### config.mk
export PLATFORM = sky130hd
export DESIGN_NAME = lampfpu_sqrt_round
export DESIGN_NICKNAME = d
export VERILOG_FILES = /design/src/rtl/lampFPU_pkg.sv /design/src/rtl/lampfpu_round_fifo.sv /design/src/rtl/lampfpu_sqrt_round.sv
export SDC_FILE = /design/constraint.sdc
export NUM_CORES = 1
export LEC_CHECK = 0
export BUFFER_PORTS_ARGS = -buffer_cell sky130_fd_sc_hd__buf_2
export CAP_MARGIN = 20
export CORE_ASPECT_RATIO = 1.4
export CORE_MARGIN = 1.5
export CORE_UTILIZATION = 30
export CTS_CLUSTER_DIAMETER = 200
export DETAILED_ROUTE_END_ITERATION = 8
export SYNTH_ARGS = -nofsm -noshare
export SYNTH_HDL_FRONTEND = slang
export SYNTH_SLANG_ARGS = --single-unit
export TNS_END_PERCENT = 1
### constraint.sdc
create_clock -name clk -period 4.2 [get_ports clk]
set_input_delay 0 -clock clk [delete_from_list [all_inputs] [get_ports clk]]
set_output_delay 0 -clock clk [all_outputs]
set_load 0.01 [all_outputs]
### src/rtl/lampFPU_pkg.sv
// Shared LAMP FPU constants and types used by the sqrt post-processing stage.
package lampFPU_pkg;

  localparam int unsigned LAMP_FLOAT_E_DW   = 8;
  localparam int unsigned LAMP_FLOAT_F_DW   = 7;
  localparam int unsigned LAMP_ROUND_GRS_DW = 4;

  localparam logic [LAMP_FLOAT_E_DW+LAMP_FLOAT_F_DW-1:0] INF_E_F =
    {{LAMP_FLOAT_E_DW{1'b1}}, {LAMP_FLOAT_F_DW{1'b0}}};
  localparam logic [LAMP_FLOAT_E_DW+LAMP_FLOAT_F_DW-1:0] ZERO_E_F = '0;

  typedef struct packed {
    logic [LAMP_FLOAT_E_DW+LAMP_FLOAT_F_DW:0] result;
    logic                                     inexact;
    logic                                     overflow;
  } sqrtRoundEntry_t;

endpackage

### src/rtl/lampfpu_round_fifo.sv
// DEPTH-entry FIFO of rounded sqrt results; push and pop may coincide at any
// occupancy, including full.
module lampfpu_round_fifo
  import lampFPU_pkg::*;
#(
  parameter type         T     = sqrtRoundEntry_t,
  parameter int unsigned DEPTH = 2
) (
  input  logic                       clk,
  input  logic                       rst,
  input  logic                       push,
  input  logic                       pop,
  input  T                           data,
  output T                           head,
  output logic                       full,
  output logic                       empty,
  output logic [$clog2(DEPTH+1)-1:0] count
);

  localparam int unsigned AW = $clog2(DEPTH);
  localparam int unsigned CW = $clog2(DEPTH + 1);

  T               mem [DEPTH];
  logic [AW-1:0]  wrPtr;
  logic [AW-1:0]  rdPtr;
  logic           doPush;
  logic           doPop;

  assign empty  = (count == '0);
  assign full   = (count == CW'(DEPTH));
  assign doPop  = pop & ~empty;
  // A full queue still accepts a beat when the head leaves in the same cycle.
  assign doPush = push & (~full | doPop);
  assign head   = mem[rdPtr];

  always_ff @(posedge clk or posedge rst) begin
    if (rst) begin
      wrPtr <= '0;
      rdPtr <= '0;
      count <= '0;
    end else begin
      if (doPush) wrPtr <= wrPtr + 1'b1;
      if (doPop)  rdPtr <= rdPtr + 1'b1;
      if (doPush & ~doPop)      count <= count + 1'b1;
      else if (doPop & ~doPush) count <= count - 1'b1;
    end
  end

  always_ff @(posedge clk) begin
    if (doPush) mem[wrPtr] <= data;
  end

endmodule

### src/rtl/lampfpu_sqrt_round.sv
// Sqrt result rounding (RNE), renormalisation, saturation and output queueing.
// Optional sticky status flags: define LAMPFPU_ROUND_STATUS_EN.
module lampfpu_sqrt_round
  import lampFPU_pkg::*;
#(
  parameter int unsigned E_DW  = LAMP_FLOAT_E_DW,
  parameter int unsigned F_DW  = LAMP_FLOAT_F_DW,
  parameter int unsigned DEPTH = 2
) (
  input  logic                 clk,
  input  logic                 rst,
  input  logic                 valid_i,
  input  logic                 s_i,
  input  logic [E_DW-1:0]      e_i,
  input  logic [F_DW+4:0]      f_i,
  input  logic                 isToRound_i,
  input  logic                 isOverflow_i,
  input  logic                 isUnderflow_i,
  input  logic                 ready_i,
  output logic                 valid_o,
  output logic [E_DW+F_DW:0]   result_o,
  output logic                 inexact_o,
  output logic                 overflow_o,
  output logic                 drop_o
`ifdef LAMPFPU_ROUND_STATUS_EN
  ,
  input  logic                 flags_clr_i,
  output logic [2:0]           flags_o
`endif
);

  localparam int unsigned MW = F_DW + 1 + LAMP_ROUND_GRS_DW;
  localparam int unsigned CW = $clog2(DEPTH + 1);

  typedef struct packed {
    logic [E_DW+F_DW:0] result;
    logic               inexact;
    logic               overflow;
  } entry_t;

  logic            vA;
  logic            sA;
  logic [E_DW-1:0] eA;
  logic [MW-1:0]   fA;
  logic            trA;
  logic            ovA;
  logic            unA;

  always_ff @(posedge clk or posedge rst) begin
    if (rst) vA <= 1'b0;
    else     vA <= valid_i;
  end

  always_ff @(posedge clk) begin
    sA  <= s_i;
    eA  <= e_i;
    fA  <= f_i;
    trA <= isToRound_i;
    ovA <= isOverflow_i;
    unA <= isUnderflow_i;
  end

  logic            lsb;
  logic            g;
  logic            st;
  logic            rnd;
  logic [F_DW+1:0] m;
  logic [E_DW:0]   expW;
  logic [F_DW-1:0] frac;
  entry_t          entB;
  logic            unusedHidden;

  assign unusedHidden = m[F_DW];

  always_comb begin
    lsb  = fA[LAMP_ROUND_GRS_DW];
    g    = fA[LAMP_ROUND_GRS_DW-1];
    st   = |fA[LAMP_ROUND_GRS_DW-2:0];
    rnd  = trA & g & (st | lsb);
    m    = {1'b0, fA[MW-1:LAMP_ROUND_GRS_DW]} + {{(F_DW+1){1'b0}}, rnd};
    frac = m[F_DW-1:0];
    expW = {1'b0, eA};
    if (m[F_DW+1]) begin
      frac = '0;
      expW = {1'b0, eA} + {{E_DW{1'b0}}, 1'b1};
    end
    entB.result   = {sA, expW[E_DW-1:0], frac};
    entB.inexact  = trA & (g | st);
    entB.overflow = 1'b0;
    // Exponent is widened so a carry out of an all-ones exponent still saturates.
    if (ovA | (trA & (expW >= {1'b0, {E_DW{1'b1}}}))) begin
      entB.result   = {sA, {E_DW{1'b1}}, {F_DW{1'b0}}};
      entB.inexact  = 1'b1;
      entB.overflow = 1'b1;
    end else if (unA) begin
      entB.result   = {sA, {(E_DW+F_DW){1'b0}}};
      entB.inexact  = 1'b1;
    end else if (!trA) begin
      entB.result   = {sA, eA, fA[MW-2:LAMP_ROUND_GRS_DW]};
      entB.inexact  = 1'b0;
    end
  end

  entry_t          headE;
  logic            full;
  logic            empty;
  logic [CW-1:0]   unusedCount;
  logic            popQ;
  logic            dropEvent;

  lampfpu_round_fifo #(
    .T     (entry_t),
    .DEPTH (DEPTH)
  ) uFifo (
    .clk   (clk),
    .rst   (rst),
    .push  (vA),
    .pop   (popQ),
    .data  (entB),
    .head  (headE),
    .full  (full),
    .empty (empty),
    .count (unusedCount)
  );

  assign valid_o    = ~empty;
  assign popQ       = valid_o & ready_i;
  assign dropEvent  = vA & full & ~popQ;
  assign result_o   = valid_o ? headE.result   : '0;
  assign inexact_o  = valid_o & headE.inexact;
  assign overflow_o = valid_o & headE.overflow;

  always_ff @(posedge clk or posedge rst) begin
    if (rst)            drop_o <= 1'b0;
    else if (dropEvent) drop_o <= 1'b1;
  end

`ifdef LAMPFPU_ROUND_STATUS_EN
  // New events land after the clear so a coincident set survives it.
  always_ff @(posedge clk or posedge rst) begin
    if (rst) flags_o <= '0;
    else     flags_o <= (flags_clr_i ? 3'b000 : flags_o) |
                        {popQ & headE.overflow, popQ & headE.inexact, dropEvent};
  end
`endif

endmodule

==> results of run 1 <==
-- area by class of cell --
class	count	area (sq um)	share of cell area [%]
Clock inverter	4	42.5	1.14
Tap cell	107	134	3.60
Multi-Input combinational cell	139	1050	28.1
Timing Repair Buffer	75	513	13.8
Inverter	6	22.5	0.606
Clock buffer	12	246	6.63
Sequential cell	66	1710	46.1
-- through the flow --
stage	cell area, sq um	hold WS [ns]	setup WS [ns]	utilization, %
after floorplan	2840	-0.209	2.24	-
after detailed placement	3160	-0.0763	1.58	34.8
after global routing	3720	0.160	1.32	40.9
after CTS	3720	0.126	1.56	40.9
final	3720	0.127	1.54	40.9
after global placement	3160	-0.0852	1.64	34.8
-- state kept, by name, summed over array words and instances (netlist names) --
register / cells
drop_o: 1
eA: 8
fA: 12
ovA: 1
sA: 1
trA: 1
uFifo.count: 2
uFifo.mem: 36
uFifo.rdPtr: 1
uFifo.wrPtr: 1
unA: 1
vA: 1
-- critical path, stage by stage, from the launching register on --
cell	delay, ns
dfxtp_1	0.55
and3_1	0.26
ha_1	0.32
nand3_2	0.16
o31a_1	0.37
o221ai_2	0.48
o211ai_1	0.21
-- worst paths after layout --
kind	start	end	slack [ns]	cells past startpoint
worst max-delay path	trA	uFifo.mem[1][12]	1.54	6
worst min-delay path	rst	uFifo.wrPtr	0.13	3
worst max register to register	trA	uFifo.mem[1][12]	1.54	6
worst min register to register	sA	uFifo.mem[0][17]	0.43	0
max in group asynchronous	rst	drop_o	3.89	3
min in group clk	e_i[5]	eA[5]	0.31	2
-- what timing repair did --
action                                 in CTS  in global routing
hold buffers                               27                  0
endpoints found under the hold margin      32                  0
resized for setup                           0                  0
-- cell usage after synthesis, types with 2 or more instances --
| master | instances | area [sq um] |
|---|---|---|
| dfrtp_1 | 6 | 150 |
| dfxtp_1 | 24 | 480 |
| nand2_1 | 5 | 18.8 |
| nor2b_1 | 3 | 18.8 |
| xor2_1 | 7 | 61.3 |
| edfxtp_1 | 36 | 1080 |
| o211ai_1 | 3 | 22.5 |
| o31a_1 | 2 | 17.5 |
| nor4_2 | 7 | 87.6 |
| o21ai_0 | 4 | 20.0 |
| clkbuf_1 | 2 | 7.51 |
| nor2_1 | 28 | 105 |
| nor4_1 | 2 | 12.5 |
| and4_2 | 2 | 20.0 |
| nand3_1 | 8 | 40.0 |
| xnor2_1 | 7 | 61.3 |
| mux2i_1 | 21 | 210 |
| inv_1 | 6 | 22.5 |
| nand4_1 | 6 | 37.5 |
| o41ai_1 | 2 | 17.5 |
| and4_1 | 2 | 17.5 |
| and3_1 | 3 | 18.8 |
| nor3_1 | 3 | 15.0 |
| or2_2 | 2 | 12.5 |
| o311ai_0 | 2 | 17.5 |
| buf_2 | 5 | 25.0 |
| ha_1 | 3 | 37.5 |
| buf_6 | 2 | 22.5 |
-- power by group through the flow --
| stage | Clock [uW] | Combinational (uW) | Sequential [uW] |
|---|---|---|---|
| after floorplan | 0 | 357 | 857 |
| after global placement | 0 | 489 | 914 |
| after detailed placement | 0 | 496 | 919 |
| after CTS | 731 | 515 | 906 |
| after global routing | 757 | 565 | 920 |
| final | 708 | 501 | 902 |
-- placed cells by master (no fill, tap or decap), types with 2 or more instances in the layout --
cell type	count
dfrtp_1	6
buf_2	47
nand2_1	5
and4_2	2
or2_2	2
o41ai_1	2
and4_1	2
inv_1	6
clkbuf_1	2
clkinv_1	2
clkbuf_16	9
dfxtp_1	24
nor3_1	3
nand4_1	6
nor4_2	7
nor4_1	2
edfxtp_1	36
o211ai_1	3
xnor2_1	7
and3_1	3
xor2_1	7
nor2_1	27
mux2i_1	21
o21ai_0	4
nor2b_1	3
nand3_1	8
dlygate4sd3_1	27
o31a_1	2
o311ai_0	2
ha_1	3
-- routing by layer --
metal	global-route usage [%]	wire length, um	up-vias
met5	0	0	-
met1	13.0	2400	864
met2	19.0	2680	45
met4	6.86	95	0
li1	-	-	971
met3	3.02	191	8
-- cell families (layout without fill, tap and decap cells) --
family / after synthesis / in the layout / synth area share (%)
xor gates and xnor gates: 14 / 14 / 4.32
and+or+nand+nor: 80 / 80 / 17.3
AOI/OAI and AO/OA: 20 / 20 / 6.04
DFF: 66 / 66 / 60.3
buffers and inverters: 16 / 97 / 2.87
adders and majority gates: 3 / 3 / 1.32
muxes: 22 / 22 / 7.81
==> metrics, run 1 <==
Antenna Nets Post-Route 0; Post-DP HPWL 3910 um; arrival time worst endpoint 2.67 ns; CTS sink cnt 66; layout cells sized above 1 between 20% and 30%; total die area ~10,000 sq um; Unique masters post-synth 46; io pins 48; sequential power share between 40% and 50%; CTS clk-pin slew, worst paths ~0.050 ns; post-placement cell count around 370; WL final roughly 5400 um; Final period util between 60 and 70%; violated checks design-rule violations; number of synthesized flops with an enable pin 36; syn_nets 252; # diodes 0; setup TNS 0 ns; Via density 4.62; total track usage 11.5%; Psw 596 uW; routability cong. 0.877; Int Power 1520 uW; Seq/Total Area, Yosys approximately three fifths; Worst Max-Slew Pin Slew 1.00 ns; Max Fclk 376 MHz; I/O Buffers 47; warnings from Yosys 0; Inserted Clock Buffers 9; pwr dens ~570 nW/um^2; DRC violations left 3; Syn Std Cell Area ~2800 sq um; Gate power share 23.7%; ys async rst share 9.09%; clock power share about 34%; initial DRC count 75; Core ar. 9080 sq um; via count 1,888; Slew Limit Fails 0; CTS tree done; ys flop type edfxtp_1; crit-path max FO 12; initial antenna violation count 0; post-route non-filler standard cell count 409; first-pass GRT wire length 9000 um; area grow syn2layout 31.0%; Nets 328; status finished with violations; element type at the critical path end register; number of global-route vias before repair 1,915; Tot Pwr 2110 uW; crit path kind register to register; post-CTS setup buffer count 0; element type at the critical path start register; RSZ-0062 raised after global routing no; max_slew headroom approximately a third; critical path required time 4.21 ns; clk_lat worst skew 0.32 ns; Hold Vio Cnt, Final 0; final period demand of the worst path between 2 and 3 ns; endpoints failing setup 0; # fillers about 900; P_leak 0.00147 uW; maxcap violations 0; worst-case vdd ir drop 0.000207 V; H-tree Lvls 3; DRT Pass-1 Iters 6; chip height 118 um; Fin Clk Skew 0.00788 ns; Avg Cell Area, Syn between 10 and 15 sq um; post-synthesis register bit count 66; Die Span X 85.2 um; largest net degree at the start of global routing 20; Std-Cell Rows 41; clk buf depth 2; GR Overflow Total 0; routed length per instance ~13 um; Net Sw Frac 28.2%; min-delay worst type primary input to async pin; synthesized instance count 221; Root Driver clkbuf_16; Initial Utilization 31.2%
(Power assumes the default switching activity.)
==> run 2: changes to the inputs <==
--- a/config.mk
+++ b/config.mk
@@ -5,6 +5,7 @@
 export SDC_FILE = /design/constraint.sdc
 export NUM_CORES = 1
 export LEC_CHECK = 0
+export ABC_AREA = 1
 export BUFFER_PORTS_ARGS = -buffer_cell sky130_fd_sc_hd__buf_2
 export CAP_MARGIN = 20
 export CORE_ASPECT_RATIO = 1.4
==> constraint.sdc (replaced) <==
create_clock -name clk -period 2.8 [get_ports clk]
set_input_delay 0 -clock clk [delete_from_list [all_inputs] [get_ports clk]]
set_output_delay 0 -clock clk [all_outputs]
set_load 0.01 [all_outputs]
==> metrics, run 2 <==
status complete, no violations; Nets 396; initial antenna violation count 0; worst path bufs/invs 1; clock power share 33.0%; WL final around 5700 um; final period demand of the worst path about 2.2 ns; synthesized instance count 284; Initial Utilization 30.9%; r2r startpoint trA; commonest non-fill, non-tap cells in the layout nand2_1 (74), buf_2 (47), edfxtp_1 (36), dlygate4sd3_1 (26), a21oi_1 (25); Seq/Total Area, Yosys 61.4%; Gate power share a little over a quarter; most common cell in the netlist nand2_1; post-synth top area cell edfxtp_1; number of synthesized flops with an enable pin 36; kind of cell adding the most delay to the critical path simple AND/OR/NAND/NOR gates; Hold Vio Cnt, Final 0; io pins 48; Unique masters post-synth 35; number of global-route vias before repair 2,149; element type at the critical path end register; most common cell after layout, fill and taps aside nand2_1; setup TNS 0 ns; Final period util 77.5%; Biggest register uFifo.mem; area grow syn2layout 32.4%; CP max-delay cell dfxtp_1; DRC violations left 0; slowest stage delay, CP around 0.33 ns; Std-Cell Rows 41; warnings from Yosys 0; Int Power 2230 uW; syn_nets 315; final core utilization 40.9%; endpoints failing setup 0; sequential power share between 40 and 50%; ys async rst share 9.09%; chip height 117 um; critical path required time 2.87 ns; crit path kind register to register; total die area 9890 sq um; Worst Setup Slack, final 0.631 ns; routed length per instance roughly 12 um; via count 2,123; P_leak between 0.0015 and 0.002 uW; Avg Cell Area, Syn 9.82 sq um; Die Span X 84.5 um; GR Overflow Total 0; pwr dens roughly 870 nW/um^2; pre-CTS setup slack 0.614 ns; post-route non-filler standard cell count roughly 480; routability cong. 0.839; max FFs per register 36; Placed Area 3150 sq um; area share of the largest cell type after synthesis 38.8%; CTS tree done; min-delay worst type primary input to register; H-tree Lvls 3; Inserted Clock Buffers 9; Antenna Nets Post-Route 0; first-pass GRT wire length 9650 um; Crit path top cell by count nand2_1; top flop regs uFifo.mem: 36 flops, fA: 12 flops, eA: 8 flops; worst-case vdd ir drop 0.000441 V; CTS clk-pin slew, worst paths ~0.050 ns; Net Sw Frac between 30% and 40%; initial DRC count 75; # diodes 0; Root Driver clkbuf_16; arrival time worst endpoint 2.24 ns; post-placement cell count 435; Worst Max-Slew Pin Slew 0.642 ns; element type at the critical path start register; total track usage 12.8%; Post-DP HPWL 4030 um; crit-path cells nand2_1 > nor2_1 > ha_1 > inv_1 > nor2_8 > nand2_4 > nand2_1 > nand2_1 > a21oi_1 > nand2_1 > o21bai_2 > nand2_4 > nand2_4 > nor2_1; DRT Pass-1 Iters 5; Psw between 900 and 1000 uW; Fin Clk Skew around 0.0094 ns; I/O Buffers 47; Max Fclk 461 MHz; Core ar. 9030 sq um; Hold Startpoint ready_i; largest cells by area after synthesis edfxtp_1 (39%), dfxtp_1 (17%), nand2_1 (10%); Via density 4.45; crit-path max FO 10; clk buf depth 2; max_slew headroom 57.2%; clk_lat worst skew 0.33 ns; maxcap violations 0; layout cells sized above 1 20.8%; CTS sink cnt 66; synth cell count leaders nand2_1 (74), edfxtp_1 (36), a21oi_1 (25), dfxtp_1 (24), inv_1 (23); RSZ-0062 raised after global routing no; largest net degree at the start of global routing 20; Syn Std Cell Area 2790 sq um; Slew Limit Fails 0; post-synthesis register bit count 66; Final Cell Area 3690 sq um; Worst Setup SP trA; ys flop type edfxtp_1
run 2: cell types whose count changed after synthesis, moves of 7 or more:
cell / previous run / this run
a21oi_1: 1 / 25
nor2_1: 28 / 20
nand2_1: 5 / 74
nor4_2: 7 / 0
nand3_1: 8 / 19
inv_1: 6 / 23
mux2i_1: 21 / 0
run 2: final cells by class:
type                            instances  area [sq um]
Clock buffer                           12           236
Tap cell                              107           134
Sequential cell                        66          1710
Multi-Input combinational cell        185           940
Clock inverter                          4          45.0
Inverter                               26          98.8
Fill cell                             890          5340
Timing Repair Buffer                   77           526
run 2: power groups by stage:
stage / Sequential, uW / Clock [uW] / Combinational [uW]
global route: 1340 / 1150 / 956
floorplan: 1290 / 0 / 541
detailed placement: 1340 / 0 / 833
global placement: 1340 / 0 / 817
finish: 1320 / 1060 / 835
CTS: 1320 / 1090 / 863
run 2: what timing repair did:
item,4_1_cts,5_1_grt
endpoints found under the hold margin,31,0
gates resized for setup,0,0
buffers inserted,0,0
hold buffers,26,0
run 2: per-stage QoR:
stage | power, uW | hold slack [ns]
finish | 3220 | 0.0201
global route | 3440 | 0.0330
CTS | 3280 | 0.00892
detailed placement | 2170 | -0.0668
global placement | 2160 | -0.0793
floorplan | 1830 | -0.209
run 2: final timing paths:
path	to	slack (ns)	cells after the start
max	uFifo.mem[0][8]	0.63	14
min	uFifo.rdPtr	0.02	3
max reg2reg	uFifo.mem[0][8]	0.63	14
min reg2reg	uFifo.mem[0][17]	0.44	0
max in group asynchronous	uFifo.rdPtr	2.48	3
min in group asynchronous	uFifo.wrPtr	0.12	3
run 2: kinds of logic after synthesis:
group / after synthesis / share of synthesized area [%]
flops: 66 / 61.4
compound gates: 46 / 9.38
simple gates: 131 / 21.4
xor+xnor: 5 / 1.57
fa+ha+maj: 3 / 1.35
buf+inv: 33 / 4.89
run 2: metal layers:
layer | vias to the layer above | part of all wire (%) | track usage, %
li1 | 1112 | - | -
met1 | 950 | 40 | 13.2
met2 | 50 | 52 | 22.7
met3 | 11 | 5.3 | 4.63
met4 | 0 | 2.7 | 7.53
met5 | - | 0 | 0
run 2: worst reg2reg max path, cell delays in order (launching register included):
cell	delay, ns
dfxtp_1	0.33
nand2_1	0.07
nor2_1	0.16
ha_1	0.19
inv_1	0.09
nor2_8	0.16
nand2_4	0.10
nand2_1	0.07
nand2_1	0.06
a21oi_1	0.13
nand2_1	0.08
o21bai_2	0.15
nand2_4	0.11
nand2_4	0.12
nor2_1	0.08
